<file path="src/rtl/ovl_sat_counter.sv">
// Saturating up-counter with synchronous clear; holds at all-ones instead of wrapping.
module ovl_sat_counter #(
  parameter int cnt_width = 16
) (
  input  logic                 clk,
  input  logic                 clear,
  input  logic                 inc,
  output logic [cnt_width-1:0] count
);

  localparam logic [cnt_width-1:0] ONE = {{(cnt_width-1){1'b0}}, 1'b1};

  logic [cnt_width-1:0] count_q, count_d;

  always_comb begin
    count_d = count_q;
    if (inc && (count_q != '1)) count_d = count_q + ONE;
  end

  always_ff @(posedge clk) begin
    if (clear) count_q <= '0;
    else       count_q <= count_d;
  end

  assign count = count_q;

endmodule

</file>
<file path="config.mk">
export PLATFORM = sky130hd
export DESIGN_NAME = ovl_sat_counter
export DESIGN_NICKNAME = d
export VERILOG_FILES = /design/src/rtl/ovl_sat_counter.sv
export SDC_FILE = /design/constraint.sdc
export NUM_CORES = 1
export LEC_CHECK = 0
export ABC_AREA = 1
export BUFFER_PORTS_ARGS = -buffer_cell sky130_fd_sc_hd__buf_4
export CAP_MARGIN = 20
export CORE_UTILIZATION = 52
export DETAILED_ROUTE_END_ITERATION = 12
export GPL_TIMING_DRIVEN = 0
export HOLD_SLACK_MARGIN = 0.02
export PLACE_DENSITY = 0.86
export REMOVE_ABC_BUFFERS = 1
export SYNTH_ARGS = -nofsm -noshare
export SYNTH_HDL_FRONTEND = slang
export SYNTH_SLANG_ARGS = --single-unit
</file>
<file path="constraint.sdc">
create_clock -name clk -period 1.44 [get_ports clk]
set_input_delay 0.36 -clock clk [delete_from_list [all_inputs] [get_ports clk]]
set_output_delay 0.36 -clock clk [all_outputs]
set_load 0.005 [all_outputs]
</file>
After elaboration in Yosys (flattened, before gate mapping)
Cells that the tools add are included.
W data, S select, Z words.
{ "classes": {"addsub": 1, "eq_ne": 1, "n_reduce_logical": 1} }
{ "ops": {"columns": ["cell", "count"], "rows": [
  ["$add A16 B1 Y16 const B", 1],
  ["$ne A16 B16 Y1 const B", 1],
  ["$logic_and A1 B1 Y1", 1]
]} }
{ "word_totals": {"reg_bits": 16, "inputBits": 3, "output_inout_bits": 16, "wordCells": 4} }

Logic depth before layout (Yosys ltp)
Gate-level depths: netlist of run 1.
{ "logic_depth": {"ltp_word": 2, "ltp_mapped": 9, "ltp_nobuf": 9} }

Worst setup path after synthesis of run 1
OpenSTA, ideal clock, no wires.
{ "synth_path": {"kind": "reg-to-reg", "from": "reg count_q[0] (netlist: count[0])", "to": "reg count_q[0] (netlist: count[0])", "setup_ns": 0.113, "arrival_time_ns": 1.234, "t_required_ns": 1.327, "path_slack_ns": 0.093, "stages_incl_launch_ff": 9, "n_path_buf": 0, "period_less_slack_ns": 1.347, "cell_sequence": "dfxtp_1 -> ha_1 -> inv_1 -> nor2_2 -> nand2_2 -> nor2_8 -> nor2_4 -> nor2_1 -> nor2_1"} }
{ "synth_between": {"elab_chain_cells": 2, "elab_cells_between_ends": 3, "classes_between": "add/sub: 1; eq/ne: 1; reduce/logical: 1"} }
{ "synth_rtl": {"columns": ["item", "line", "source"], "rows": [
  ["start, declared", "13", "logic [cnt_width-1:0] count_q, count_d;"],
  ["start signal, assigned", "22", "else count_q <= count_d;"],
  ["parallel branches: the longest is 2 deep, another holds $add A16 B1 Y16", null, null]
]} }
Several ways; the timed one is not identified.
A chain may end at the register's enable or synchronous reset.

Final worst setup path of run 1
{ "layout_path": {"from": "reg count_q[0] (netlist: count[0])", "to": "reg count_q[3] (netlist: count[3])"} }
The elaborated chain is that of the path after synthesis.

==> results of run 1 <==
## critical path, cell delays in order (launching register included)
cell and delay [ns]:
dfxtp_4 0.39, ha_4 0.14, inv_2 0.04, nor2_4 0.13
nand2_4 0.09, nor2_8 0.21, nor2_4 0.05, nand2_1 0.06
nand2_1 0.06, nor2_2 0.12
## cell type report
class / instances / area (um^2)
flip-flops and latches: 16 / 344
inverters: 10 / 37.5
multi-input cells: 121 / 599
clock buffers: 4 / 36.3
fillers: 127 / 397
repair buffers: 20 / 150
well taps: 24 / 30.0
## through the flow
stage / worst slack (ns) / cells
6_report: 0.0970 / 195
5_1_grt: -0.0233 / 195
4_1_cts: 0.00936 / 194
3_5_place_dp: -0.0284 / 189
3_3_place_gp: -0.00646 / 189
2_1_floorplan: 0.0931 / 147
## layer usage
layer	up-vias	share of wire (%)
met5	-	0
met1	420	47
met4	0	2.1
met3	5	4.2
met2	23	47
li1	512	-
## cell usage after synthesis (all sizes together)
master   n
or2      1
clkbuf   1
nand4    3
inv     10
nand2   48
a21oi    7
ha       1
nand3   12
nor2    48
nor3     1
buf      1
dfxtp   16
## path summary, 6_finish.rpt
path                                from  endpoint  cells past startpoint
worst max-delay path            count[0]  count[3]                      9
worst min-delay path                 inc  count[4]                      5
worst max register to register  count[0]  count[3]                      9
worst min register to register  count[2]  count[2]                      2
## power breakdown
group          switching (mW)  internal, mW
Sequential            0.00826         0.447
Clock                   0.144         0.154
Combinational          0.0312        0.0270
## cell families after synthesis
kind of cell             synth area share, %
adder cells (fa/ha/maj)                 1.35
flip-flops                              34.5
AO/OA/AOI/OAI                           3.77
AND/OR/NAND/NOR                         55.0
buffers and inverters                   5.38
## timing repair
item	4_1_cts	5_1_grt
setup endpoints to repair	14	16
pin swaps	2	3
endpoints found under the hold margin	0	0
setup buffers	1	1
gates resized for setup	2	24
==> results by group, run 1 <==
Outcome
  – Run status: completed

Layout
  – Commonest non-fill, non-tap cell in the layout: nand2_1
  – Core Util, Final: 75.1%
  – Commonest cells after routing, fill and taps aside: 46 x nand2_1, 34 x nor2_1, 20 x buf_4
  – Antenna cell count: 0
  – Fraction of layout cells with a size suffix above 1: 33.3%
  – Design Area, Final: between 1000 and 1500 um^2
  – Fin nets: 176
  – Max reg flops: 16
  – Synthesis-to-layout area growth: 28.8%

Worst setup path
  – Worst Path Max Fanout: 7
  – Critical path data arrival time: roughly 1.6 ns
  – WS Path Type: reg -> reg
  – Worst Path Required: about 1.7 ns
  – Element type at the critical path start: flip-flop
  – R2R Setup Slk: between 0.09 and 0.1 ns
  – Worst Setup End Kind: flip-flop

Floorplanning
  – I/O pins: 19
  – Die Span X: 44.3 um
  – Initial Utilization: 58.3%
  – DIE AREA: 1960 um^2
  – Total core area: 1590 um^2
  – Num rows: 14
  – Die height: 44.3 um

Synth
  – Syn Area/Cell: just over 6 um^2
  – FF+latch count, synth: 16
  – Cell variety after synth: 16
  – Largest area contributor in the netlist: dfxtp_1
  – Sequential cell area fraction in the yosys report: 34.5%
  – Synth Cell Area: 930 um^2
  – Synth top area cells: dfxtp_1 34%, nand2_1 19%, nor2_1 14%
  – Mapped Cells: 149
  – Yosys warning count: 0
  – Yosys top cell area share: ~34%

Power and ir drop
  – Static leakage: 0.526 nW
  – PwrDens: 678 nW/um^2
  – Peak supply drop: 0.000703 V
  – Overall power: 812 uW

GRT
  – GRT Util Overall: 22.5%
  – Largest net degree at the start of global routing: 17
  – Met2 Use GR: between 30% and 40%
  – Initial antenna violation count: 0
  – Number of global-route vias before repair: 793
  – First-pass GRT wire length: 3.24 mm
  – Gr busiest metal: met2
  – Gr ovfl total: 0
  – M3 GR Usage: 2.45%
  – Routing usage on met1: 29.2%

STA
  – Fmax: 745 MHz
  – Actual slew at the worst max-slew pin: 0.506 ns
  – Rel. slew slack: 66.2%
  – Minimum clock period after layout: 1.34 ns
  – Endpoints failing setup: 0
  – Final period util: 93.3%
  – Count of final hold-check violations: 0
  – Fin Hold WS: 0.487 ns
  – Clk_skew: about 0.0018 ns
  – Final Max Slew Viols: 0
  – Setup TNS: 0 ns

CTS
  – Buffer levels on the longest clock path: 2
  – CTS tree: built
  – Clk sinks: 16
  – Clock slew at reported path FFs: roughly 0.090 ns
  – Num CTS Buffers: 3
  – Htree depth: 1
  – Root Driver: clkbuf_4
  – Hold buffer count at CTS: 0
  – Clock latency on the worst-skew pair: 0.29 ns

Placed design
  – Routability cong.: about 0.8
  – Dpl hpwl: 1.43 mm
  – IO Port Bufs: 18
  – Placed inst area: 1080 um^2

Routing
  – DRT Pass-1 Iters: 4
  – Residual DRC: 0
  – Avg WL per Cell: ~10 um
  – Routed Wire Length: 2.00 mm
  – Mean number of vias per cell: between 4 and 5
  – Routed via count: 960
  – Initial DRC count: 17
  – ANT nets after route: 0

Flow run
  – Max-cap viol count: 0

Hold path
  – Hold Crit Class: in -> reg
(Power assumes the default switching activity.)
==> run 2: changes to the inputs <==
Settings changed: GPL_TIMING_DRIVEN 0 to not set, SLEW_MARGIN set to 20.
==> run 2 against run 1 <==
  * Sequential share of layout area shrank 1.6 points
  * Critical path depth shrank 1
  * Register-to-register slack is essentially flat
  * First-iteration DRC count grew 88%
  * Critical path type unchanged
  * Highest routed layer unchanged
==> results by group, run 2 (same netlist as run 1, synthesis figures left out) <==
Routing
  – Routed Wire Length: 2.23 mm
  – DRT Pass-1 Iters: 4
  – Routed via count: 1060
  – ANT nets after route: 0
  – Mean number of vias per cell: 5.30
  – Initial DRC count: 32
  – Residual DRC: 0
  – Avg WL per Cell: 11.2 um

Worst setup path
  – Reg-to-reg startpoint: count[8]
  – Worst Path Max Fanout: 4
  – Buf+Inv Stages, Crit Path: 1
  – Critical path depth: 8
  – Critical path data arrival time: 1.55 ns
  – WS Path Type: reg -> reg
  – CP delay by family, top: simple AND/OR/NAND/NOR gates
  – Cells along the critical path: buf_4 > nand2_1 > nor2_1 > nand2_1 > nor2_1 > nand3_1 > nand2_1 > nor2_1
  – Crit path max-delay cell type: dfxtp_1
  – Setup crit start: count[8]
  – Element type at the critical path start: flip-flop
  – Worst Setup End Kind: flip-flop
  – Register-to-Register Path Depth: 8
  – Max incr delay on CP: 0.37 ns
  – Worst Path Required: around 1.6 ns

Flow run
  – Max-cap viol count: 0

Floorplanning
  – Initial Utilization: 58.3%
  – Die Span X: 44.3 um
  – I/O pins: 19
  – Total core area: 1590 um^2
  – Die height: between 40 and 50 um
  – Num rows: 14
  – DIE AREA: 1960 um^2

CTS
  – Root Driver: clkbuf_4
  – Num CTS Buffers: 3
  – Htree depth: 1
  – Buffer levels on the longest clock path: 2
  – CTS tree: built
  – Clk sinks: 16
  – Clock latency on the worst-skew pair: 0.29 ns
  – Clock slew at reported path FFs: 0.09 ns

STA
  – Rel. slew slack: roughly two thirds
  – Minimum clock period after layout: 1.35 ns
  – Fin Hold WS: 0.488 ns
  – Count of final hold-check violations: 0
  – Clk_skew: 0.00381 ns
  – Endpoints failing setup: 0
  – Fmax: 739 MHz
  – Final Max Slew Viols: 0
  – Final period util: 94.0%
  – Actual slew at the worst max-slew pin: just under 0.5 ns

Placed design
  – Placed inst area: 1130 um^2
  – IO Port Bufs: 18
  – Routability cong.: roughly 0.84
  – Dpl hpwl: 1.60 mm

Layout
  – # fillers: 131
  – Synthesis-to-layout area growth: 32.3%
  – Commonest non-fill, non-tap cell in the layout: nand2_1
  – Fraction of layout cells with a size suffix above 1: 33.0%
  – Fin nets: 181
  – Sequential cell area: 334 um^2
  – Antenna cell count: 0
  – Max reg flops: 16
  – Commonest cells after routing, fill and taps aside: 46 x nand2_1, 34 x nor2_1, 25 x buf_4
  – Design Area, Final: roughly 1200 um^2
  – Area of the multi-input gates: 604 um^2

GRT
  – GRT Util Overall: 24.6%
  – Number of global-route vias before repair: 897
  – Initial antenna violation count: 0
  – Gr ovfl total: 0
  – First-pass GRT wire length: 3.62 mm
  – Largest net degree at the start of global routing: 17

Hold path
  – Hold Path Cell Cnt: 5
  – Hold Crit Class: in -> reg
  – HP Start: inc

Outcome
  – Run status: completed

Power and ir drop
  – Peak supply drop: 0.000544 V
  – Static leakage: between 0.5 and 0.6 nW
  – PwrDens: 663 nW/um^2
## run 2: cell count changes in the layout (fill, tap and decap cells not counted), moves of 2 or more
cell | before | now
buf_4 | 20 | 25
dfxtp_1 | 1 | 5
dfxtp_2 | 13 | 11
dfxtp_4 | 2 | 0
## run 2: power by group
group / leakage (nW) / total (mW) / switching, mW / internal (mW)
Sequential: 0.135 / 0.455 / 0.00674 / 0.449
Clock: 0.0210 / 0.299 / 0.145 / 0.154
Combinational: 0.395 / 0.0611 / 0.0336 / 0.0275
## run 2: metrics by stage
stage | utilization [%] | cells | power (mW) | setup WS [ns] | setup TNS (ns)
final | 77.2 | 200 | 0.816 | 0.0861 | 0
after global routing | 77.2 | 200 | 0.847 | -0.0137 | -0.0137
after CTS | 73.4 | 199 | 0.817 | 0.0344 | 0
after detailed placement | 70.7 | 195 | 0.520 | -0.0143 | -0.0307
after global placement | 70.7 | 195 | 0.517 | 0.0630 | 0
after floorplan | - | 147 | 0.494 | 0.0931 | 0
## run 2: final timing paths
path	end	slack, ns
worst max register to register	count[11]	0.09
worst min register to register	count[15]	0.52
worst min-delay path	count[4]	0.49
worst max-delay path	count[11]	0.09
## run 2: area by class of cell
class | count | area share, %
tap | 24 | 2.44
timing repair buffer | 25 | 15.3
inverter | 10 | 3.05
sequential | 16 | 27.2
clock buffer | 4 | 2.95
multi-input combinational | 121 | 49.1
## run 2: what timing repair did
item,in CTS,in global routing
hold buffers,0,0
resized for setup,2,18
endpoints found under the setup margin,14,15
setup buffers,0,1
pin swaps,1,5
## run 2: worst register-to-register path: stages, from the launching register on
cell	delay (ns)
dfxtp_1	0.37
buf_4	0.14
nand2_1	0.08
nor2_1	0.21
nand2_1	0.08
nor2_1	0.17
nand3_1	0.09
nand2_1	0.07
nor2_1	0.05
## run 2: routing by layer
layer / up-vias / track usage, % / wire [um]
li1: 524 / - / -
met3: 5 / 3.67 / 167
met1: 486 / 33.1 / 960
met5: - / 0 / 0
met2: 45 / 39.1 / 1060
met4: 0 / 10.9 / 40
==> run 3: changes to the inputs <==
Settings changed: GPL_TIMING_DRIVEN set to 0.
Clock period 1.44 ns to 1.5 ns, I/O delays scaled along.
==> run 3 against run 2 <==
  * Combinational power is 9.0% lower
  * Total power decreased by 4.3%
  * Largest power group unchanged
  * Non-clock buffer count down 5
==> results by group, run 3 (same netlist as run 1, synthesis figures left out) <==
Hold path
  – Hold Crit Class: in -> reg
  – Hold Path Cell Cnt: 5

STA
  – Minimum clock period after layout: 1.37 ns
  – Endpoints failing setup: 0
  – Actual slew at the worst max-slew pin: 0.517 ns
  – Count of final hold-check violations: 0
  – Setup TNS: 0 ns
  – Rel. slew slack: approximately two thirds
  – RSZ-0062 raised after global routing: no
  – Final period util: between 90% and 100%
  – Fin Hold WS: 0.495 ns
  – Clk_skew: 0.000845 ns
  – Final Max Slew Viols: 0
  – Fmax: 733 MHz
  – Final WS setup: approximately 0.13 ns

Routing
  – Mean number of vias per cell: 4.99
  – Residual DRC: 0
  – Routed via count: 973
  – DRT Pass-1 Iters: 4
  – Routed Wire Length: 1.95 mm
  – ANT nets after route: 0
  – Initial DRC count: 29
  – Avg WL per Cell: 10.0 um

Worst setup path
  – Worst Path Max Fanout: 7
  – Max incr delay on CP: 0.38 ns
  – Crit path max-delay cell type: dfxtp_4
  – Worst Path Required: between 1.5 and 2 ns
  – WS Path Type: reg -> reg
  – Worst Setup End Kind: flip-flop
  – Critical path data arrival time: 1.60 ns
  – Register-to-Register Path Depth: 9
  – Cells along the critical path: ha_4 > inv_1 > nor2_4 > nand2_4 > nor2_8 > nor2_2 > nand2_1 > nand2_1 > nor2_2
  – Element type at the critical path start: flip-flop

CTS
  – Htree depth: 1
  – Clock latency on the worst-skew pair: ~0.29 ns
  – CTS tree: built
  – Num CTS Buffers: 3
  – Clk sinks: 16
  – Root Driver: clkbuf_4
  – Buffer levels on the longest clock path: 2
  – Hold buffer count at CTS: 0
  – Clock slew at reported path FFs: 0.09 ns

Power and ir drop
  – Overall power: 781 uW
  – Clock power share: 36.8%
  – Static leakage: 0.521 nW
  – PwrDens: 667 nW/um^2
  – Peak supply drop: 0.000723 V
  – Reg power frac: 56.0%
  – Internal power: ~600 uW
  – Sw Ratio: 22.7%
  – Logic pwr share: under 10%
  – P_sw: 177 uW

GRT
  – GRT Util Overall: ~22%
  – Gr ovfl total: 0
  – Largest net degree at the start of global routing: 17
  – Number of global-route vias before repair: 790
  – Initial antenna violation count: 0
  – First-pass GRT wire length: 3.23 mm

Layout
  – Core Util, Final: 73.4%
  – Max reg flops: 16
  – Fraction of layout cells with a size suffix above 1: 28.1%
  – Fin nets: between 150 and 200
  – Commonest non-fill, non-tap cell in the layout: nand2_1
  – Non-Filler Instances: 195
  – Antenna cell count: 0
  – Synthesis-to-layout area growth: 25.8%
  – Design Area, Final: 1170 um^2
  – Commonest cells after routing, fill and taps aside: 46 x nand2_1, 34 x nor2_1, 20 x buf_4

Placed design
  – Placed inst area: 1080 um^2
  – Post-Place Worst Slack: approximately 0.032 ns
  – Dpl hpwl: 1.43 mm
  – IO Port Bufs: 18
  – Inst Count DP: about 190
  – Routability cong.: 0.813

Outcome
  – Run status: completed

Floorplanning
  – Initial Utilization: around three fifths
  – Die height: 44.3 um
  – DIE AREA: around 2000 um^2
  – I/O pins: 19
  – Die Span X: 44.3 um
  – Total core area: 1590 um^2
  – Num rows: 14

Flow run
  – Max-cap viol count: 0
==> run 3: changes by cell type in the layout (fill, tap and decap cells not counted), sizes merged <==
cell / previous run / this run
buf: 25 / 20
==> run 3: metal layers <==
| metal | up-vias | share of wire [%] | track usage [%] |
|---|---|---|---|
| li1 | 510 | - | - |
| met1 | 428 | 47 | 28.9 |
| met2 | 30 | 46 | 36.2 |
| met3 | 5 | 5.1 | 2.45 |
| met4 | 0 | 2.2 | 12.7 |
| met5 | - | 0 | 0 |
==> run 3: area by class of cell <==
| cell class | count | area (um^2) |
|---|---|---|
| inverter | 10 | 37.5 |
| multi-input combinational | 121 | 584 |
| timing repair buffer | 20 | 150 |
| sequential | 16 | 332 |
| clock buffer | 4 | 36.3 |
| tap | 24 | 30.0 |
| fill | 132 | 424 |
==> run 3: repair_timing <==
action                                  in CTS  in global routing
endpoints found under the setup margin       2                 16
resized for setup                            0                 13
buffers inserted                             0                  2
pin swaps                                    2                  4
==> run 3: worst paths after layout <==
path / startpoint / end / slack, ns
setup reg to reg: count[0] / count[3] / 0.13
setup / recovery: count[0] / count[3] / 0.13
hold reg to reg: count[4] / count[4] / 0.52
hold / removal: inc / count[4] / 0.50
==> run 3: power groups by stage <==
stage / Clock (mW) / Sequential [mW] / Combinational [mW]
2_1_floorplan: 0 / 0.445 / 0.0293
3_3_place_gp: 0 / 0.445 / 0.0480
3_5_place_dp: 0 / 0.445 / 0.0495
4_1_cts: 0.296 / 0.436 / 0.0498
5_1_grt: 0.310 / 0.439 / 0.0621
6_report: 0.288 / 0.438 / 0.0556
==> run 3: worst max-delay path, delay by kind of cell, from the launching register on <==
kind	cells	cell delay, ns
fa+ha+maj	1	0.13
flops	1	0.38
simple gates	7	0.73
buf+inv	1	0.06
